--- config.mk ---
export PLATFORM = sky130hd
export DESIGN_NAME = riscv_core_branch_predictor
export DESIGN_NICKNAME = d
export VERILOG_FILES = /design/src/rtl/riscv_core_pkg.sv /design/src/rtl/riscv_core_bp_sat_counter.sv /design/src/rtl/riscv_core_branch_predictor.sv
export SDC_FILE = /design/constraint.sdc
export NUM_CORES = 2
export LEC_CHECK = 0
export BUFFER_PORTS_ARGS = -buffer_cell sky130_fd_sc_hd__buf_2
export CAP_MARGIN = 20
export CORE_UTILIZATION = 30
export DETAILED_ROUTE_END_ITERATION = 8
export PLACE_DENSITY_LB_ADDON = 0.3
export SLEW_MARGIN = 30
export SYNTH_ARGS = -nofsm -noshare
export SYNTH_HDL_FRONTEND = slang
export SYNTH_SLANG_ARGS = --single-unit
--- constraint.sdc ---
create_clock -name i_clk -period 99.4 [get_ports i_clk]
set_input_delay 24.85 -clock i_clk [delete_from_list [all_inputs] [get_ports i_clk]]
set_output_delay 24.85 -clock i_clk [all_outputs]
set_load 0.01 [all_outputs]
--- src/rtl/riscv_core_pkg.sv ---
// rtl/riscv_core_pkg.sv - shared branch-predictor types and defaults
// Contents:
//   bp_cnt_e       2-bit saturating counter state (SNT/WNT/WT/ST)
//   BP_ENTRIES_DEF default number of predictor table entries
package riscv_core_pkg;

    typedef enum logic [1:0] {
        SNT = 2'b00,
        WNT = 2'b01,
        WT  = 2'b10,
        ST  = 2'b11
    } bp_cnt_e;

    localparam int BP_ENTRIES_DEF = 16;

endpackage

--- src/rtl/riscv_core_bp_sat_counter.sv ---
// rtl/riscv_core_bp_sat_counter.sv - next state of a 2-bit saturating counter
// Ports:
//   i_cnt    current counter state
//   i_taken  resolved branch outcome
//   o_cnt    next counter state (saturates at SNT and ST)
module riscv_core_bp_sat_counter
    import riscv_core_pkg::*;
(
    input  bp_cnt_e i_cnt,
    input  logic    i_taken,
    output bp_cnt_e o_cnt
);

    always_comb begin
        o_cnt = i_cnt;
        unique case (i_cnt)
            SNT: o_cnt = i_taken ? WNT : SNT;
            WNT: o_cnt = i_taken ? WT  : SNT;
            WT:  o_cnt = i_taken ? ST  : WNT;
            ST:  o_cnt = i_taken ? ST  : WT;
            default: o_cnt = i_cnt;
        endcase
    end

endmodule

--- src/rtl/riscv_core_branch_predictor.sv ---
// rtl/riscv_core_branch_predictor.sv - direct-mapped branch predictor with 2-bit counters
// Ports:
//   i_clk, i_rst             clock, asynchronous active-high reset
//   i_bp_fetch_pc            fetch PC looked up combinationally
//   o_bp_predict_taken       hit and counter predicts taken
//   o_bp_predict_target      stored target when predicting taken, else 0
//   i_bp_upd_*               resolved conditional branch update port
//   o_bp_mispredict          registered, one cycle after a wrong prediction
module riscv_core_branch_predictor
    import riscv_core_pkg::*;
#(
    parameter int XLEN       = 64,
    parameter int BP_ENTRIES = BP_ENTRIES_DEF,
    parameter int BP_IDX_W   = 4
) (
    input  logic            i_clk,
    input  logic            i_rst,
    input  logic [XLEN-1:0] i_bp_fetch_pc,
    output logic            o_bp_predict_taken,
    output logic [XLEN-1:0] o_bp_predict_target,
    input  logic            i_bp_upd_valid,
    input  logic [XLEN-1:0] i_bp_upd_pc,
    input  logic            i_bp_upd_istaken,
    input  logic [XLEN-1:0] i_bp_upd_target,
    input  logic            i_bp_upd_predicted,
    output logic            o_bp_mispredict
);

    localparam int TAG_W = XLEN - BP_IDX_W - 1;

    logic            r_valid  [BP_ENTRIES];
    logic [TAG_W-1:0] r_tag   [BP_ENTRIES];
    logic [XLEN-1:0] r_target [BP_ENTRIES];
    bp_cnt_e         r_cnt    [BP_ENTRIES];
    logic            r_mispredict;

    // Bit 0 is always zero for halfword-aligned PCs and takes no part in indexing.
    logic                w_unused;
    logic [BP_IDX_W-1:0] w_fetch_idx;
    logic [TAG_W-1:0]    w_fetch_tag;
    logic                w_fetch_hit;
    logic [BP_IDX_W-1:0] w_upd_idx;
    logic [TAG_W-1:0]    w_upd_tag;
    logic                w_upd_hit;
    bp_cnt_e             w_upd_cnt_next;

    assign w_unused    = i_bp_fetch_pc[0] ^ i_bp_upd_pc[0];
    assign w_fetch_idx = i_bp_fetch_pc[BP_IDX_W:1];
    assign w_fetch_tag = i_bp_fetch_pc[XLEN-1:BP_IDX_W+1];
    assign w_upd_idx   = i_bp_upd_pc[BP_IDX_W:1];
    assign w_upd_tag   = i_bp_upd_pc[XLEN-1:BP_IDX_W+1];

    // Asynchronous read: a same-cycle update is only visible after the edge.
    assign w_fetch_hit = r_valid[w_fetch_idx] && (r_tag[w_fetch_idx] == w_fetch_tag);
    assign w_upd_hit   = r_valid[w_upd_idx] && (r_tag[w_upd_idx] == w_upd_tag);

    assign o_bp_predict_taken  = w_fetch_hit && r_cnt[w_fetch_idx][1];
    assign o_bp_predict_target = o_bp_predict_taken ? r_target[w_fetch_idx] : '0;
    assign o_bp_mispredict     = r_mispredict;

    riscv_core_bp_sat_counter u_sat_counter (
        .i_cnt   (r_cnt[w_upd_idx]),
        .i_taken (i_bp_upd_istaken),
        .o_cnt   (w_upd_cnt_next)
    );

    always_ff @(posedge i_clk or posedge i_rst) begin
        if (i_rst) begin
            for (int i = 0; i < BP_ENTRIES; i++) begin
                r_valid[i]  <= 1'b0;
                r_tag[i]    <= '0;
                r_target[i] <= '0;
                r_cnt[i]    <= WNT;
            end
            r_mispredict <= 1'b0;
        end else begin
            r_mispredict <= i_bp_upd_valid && (i_bp_upd_istaken != i_bp_upd_predicted);
            if (i_bp_upd_valid) begin
                if (w_upd_hit) begin
                    r_cnt[w_upd_idx] <= w_upd_cnt_next;
                    if (i_bp_upd_istaken) begin
                        r_target[w_upd_idx] <= i_bp_upd_target;
                    end
                end else if (i_bp_upd_istaken) begin
                    // Miss on a taken branch replaces whatever occupied the slot.
                    r_valid[w_upd_idx]  <= 1'b1;
                    r_tag[w_upd_idx]    <= w_upd_tag;
                    r_target[w_upd_idx] <= i_bp_upd_target;
                    r_cnt[w_upd_idx]    <= WT;
                end
            end
        end
    end

endmodule

==> impl_results.md <==
* Status: finished, final reports clean
* Initial DRC count at 6293
* Power per Cell Area at 20.9 mW/mm^2
* Die Y-Extent at 584 um
* Nets at 8273
* Post-Place Cells at 12357
* Tcrit/Tclk final at 56.0%
* Crit path largest cell delay at 0.76 ns
* Slew HR at 29.3%
* Reg clk slew, reported paths at 0.06 ns
* Gr usage total at 20.5%
* Initial antenna violation count at 77
* Layout cells sized above 1 at 34.8%
* TNS Setup at 0 ns
* Final Hold Vio Count at 0
* Hold_buf cts at 0
* Slowest CP cell: buf_4
* CP Capture Type: output pin
* Worst path cell trace: buf_8 -> buf_4 -> buf_4 -> buf_16 -> buf_4 -> mux2i_1 -> a21boi_0 -> o21ai_0 -> a21oi_1 -> nand4_1 -> nor4_1 -> nand4_1 -> buf_4 -> buf_4 -> nor2b_1 -> buf_2
* Drc violations at 0
* Delay-heaviest family, CP: buffers and inverters
* Critical-path maximum fanout at 48
* Post-Syn Area at 0.102 mm^2
* H-Tree Depth at 4
* Mapped Cells at 8150
* Critical path arrival at 30.77 ns
* Global-route wire length before repair at 515000 um
* DR pass1 iterations at 6
* Synth Flop Type: dfrtp_1
* Antenna violation net count after detailed routing at 0
* Kind of critical path: in -> out
* Vias per inst at 5.43
* Pin count of the biggest net entering global routing at 187
* VDD IR max at 0.0148 mV
* Commonest non-fill, non-tap cell in the layout: nand2_1
* Drt total wl at 354000 um
* RSZ-0062 raised after global routing: no
* Crit path buf inv count at 8
* Routed WL per cell at 27.7 um
* Resized cells post-CTS at 0
* Area of the multi-input gates at 0.0481 mm^2
* Clk Latency, worst-skew pair at 0.96 ns
* Most used cell, CP: buf_4
* Core Box Area at 0.337 mm^2
* Net Count, Synth at 8347
* Placer Congestion at 0.878
* Pleak at 52.4 nW
* Post-CTS setup buffers at 0
* Fillers at 32753
* Slew Limit Fails at 0
* Overflow after GRT at 0
* Total number of vias at 69455
* Vias in the first global route at 71782
* Die W at 584 um
* Final Util at 34.2%
* Hold Crit Class: reg -> reg
* Fin cells at 12800
* CTS root buf: clkbuf_16
* CP Launch Type: primary input
* Distinct cells, synth at 81
* Initial Util at 30.2%
* IO buf count at 260
* Post-DP HPWL at 208000 um
* Worst clock skew at 0.127 ns
* DIE AREA at 0.342 mm^2
* Post-synthesis async set-or-reset flop share at 100%
* Post-synth EDFFs at 0
* TritonCTS clock tree: yes
* Mean post-synth cell area at 12.5 um^2
* CTS Sinks at 2017
* CP required at 74.55 ns
* Number of max-cap violations at 0
* TritonCTS buffer count at 227
* Total power draw at 0.00241 W
* Setup violators final at 0
* Leading cell types in the layout, fill and taps excluded: nand2_1, dfrtp_1, mux2_2
* Clock buffer depth at 4
* Yosys warning total at 0
* IO Count at 263
* Tightest Pin Transition at 1.06 ns
* Crit path time final at 55.62 ns
* Register area at 0.0505 mm^2
* Achievable frequency at 18.0 MHz
* Post-synthesis register bit count at 2017
* Area growth syn-to-layout at 13.3%
* Sequential area share after synthesis at 49.6%
* Rows at 213
* Tightest hold margin at 0.471 ns
[report_power, final]
group	switching, W	leakage, nW	total, W	internal, W
clock network	0.000362	3.87	0.000886	0.000523
registers	0.0000988	25.9	0.00108	0.000977
logic	0.000208	22.6	0.000447	0.000240
total	0.000669	52.4	0.00241	0.00174
[worst min-delay path: stages, from the launching register on]
cell	delay (ns)
dfrtp_1	0.34
nand2_1	0.05
nand2_1	0.05
[through the flow]
step	area, um^2	setup WS [ns]
after floorplan	102000	17.61
after global placement	107000	43.64
after detailed placement	107000	43.77
after CTS	115000	43.75
after global routing	115000	43.29
final	115000	43.78
[Yosys cell counts (23+ instances only)]
cell type / count / area [um^2]
o22ai_1: 30 / 188
xnor2_1: 83 / 727
buf_1: 129 / 484
buf_4: 93 / 698
mux2i_1: 161 / 1610
mux4_2: 798 / 18000
inv_1: 31 / 116
mux2_1: 64 / 721
dfrtp_1: 2001 / 50100
a21oi_1: 34 / 170
clkbuf_1: 415 / 1560
nand2b_1: 23 / 144
mux2_2: 1184 / 13300
nor2_1: 81 / 304
nor2b_1: 73 / 457
buf_2: 66 / 330
o21ai_0: 47 / 235
a22oi_1: 38 / 285
nand3_1: 26 / 130
nand4_1: 38 / 238
nand2_1: 2416 / 9070
buf_6: 27 / 304
nor3_1: 23 / 115
[per-layer routing]
metal	track usage (%)	share of wire, %	vias to the layer above
li1	-	-	28724
met1	27.0	41	37155
met5	0	0.090	-
met3	4.47	8.0	712
met4	7.39	3.9	50
met2	33.0	47	2814
[registers in the layout, summed over array words and instances, names as in the netlist]
| register | cells |
|---|---|
| r_target | 1024 |
| r_tag | 944 |
| r_cnt | 32 |
| r_valid | 16 |
| o_bp_mispredict | 1 |
[cell families after synthesis]
kind of cell             count (synthesis)  share of synthesized area, %
flip-flops                            2017                          49.6
buffers and inverters                  763                          3.44
AND/OR/NAND/NOR                       2749                          10.7
AO/OA/AOI/OAI                          307                          2.24
XOR/XNOR                               105                         0.904
multiplexers                          2207                          33.0
adder cells (fa/ha/maj)                  2                        0.0197
[cell type report]
cell class              count  share of cell area [%]
repair buffers            427                    2.68
clock buffers             338                    5.92
clock inverters            76                   0.867
well taps                4515                    4.90
diodes                     24                  0.0521
flip-flops and latches   2017                    43.8
inverters                  33                   0.118
multi-input cells        5370                    41.7
[final timing paths]
kind / endpoint / cells after the start / slack (ns) / startpoint
setup / recovery: o_bp_predict_target[56] / 16 / 43.78 / i_bp_fetch_pc[1]
min in group asynchronous: r_tag[677]$_DFFE_PP0P_ / 2 / 24.02 / i_rst
setup reg to reg: r_tag[106]$_DFFE_PP0P_ / 11 / 93.58 / r_tag[348]$_DFFE_PP0P_
hold / removal: r_target[697]$_DFFE_PP0P_ / 2 / 0.47 / r_target[697]$_DFFE_PP0P_
hold reg to reg: r_target[697]$_DFFE_PP0P_ / 2 / 0.47 / r_target[697]$_DFFE_PP0P_
max in group asynchronous: r_target[26]$_DFFE_PP0P_ / 10 / 70.64 / i_rst
No activity file was read; power rests on OpenSTA's default activity.
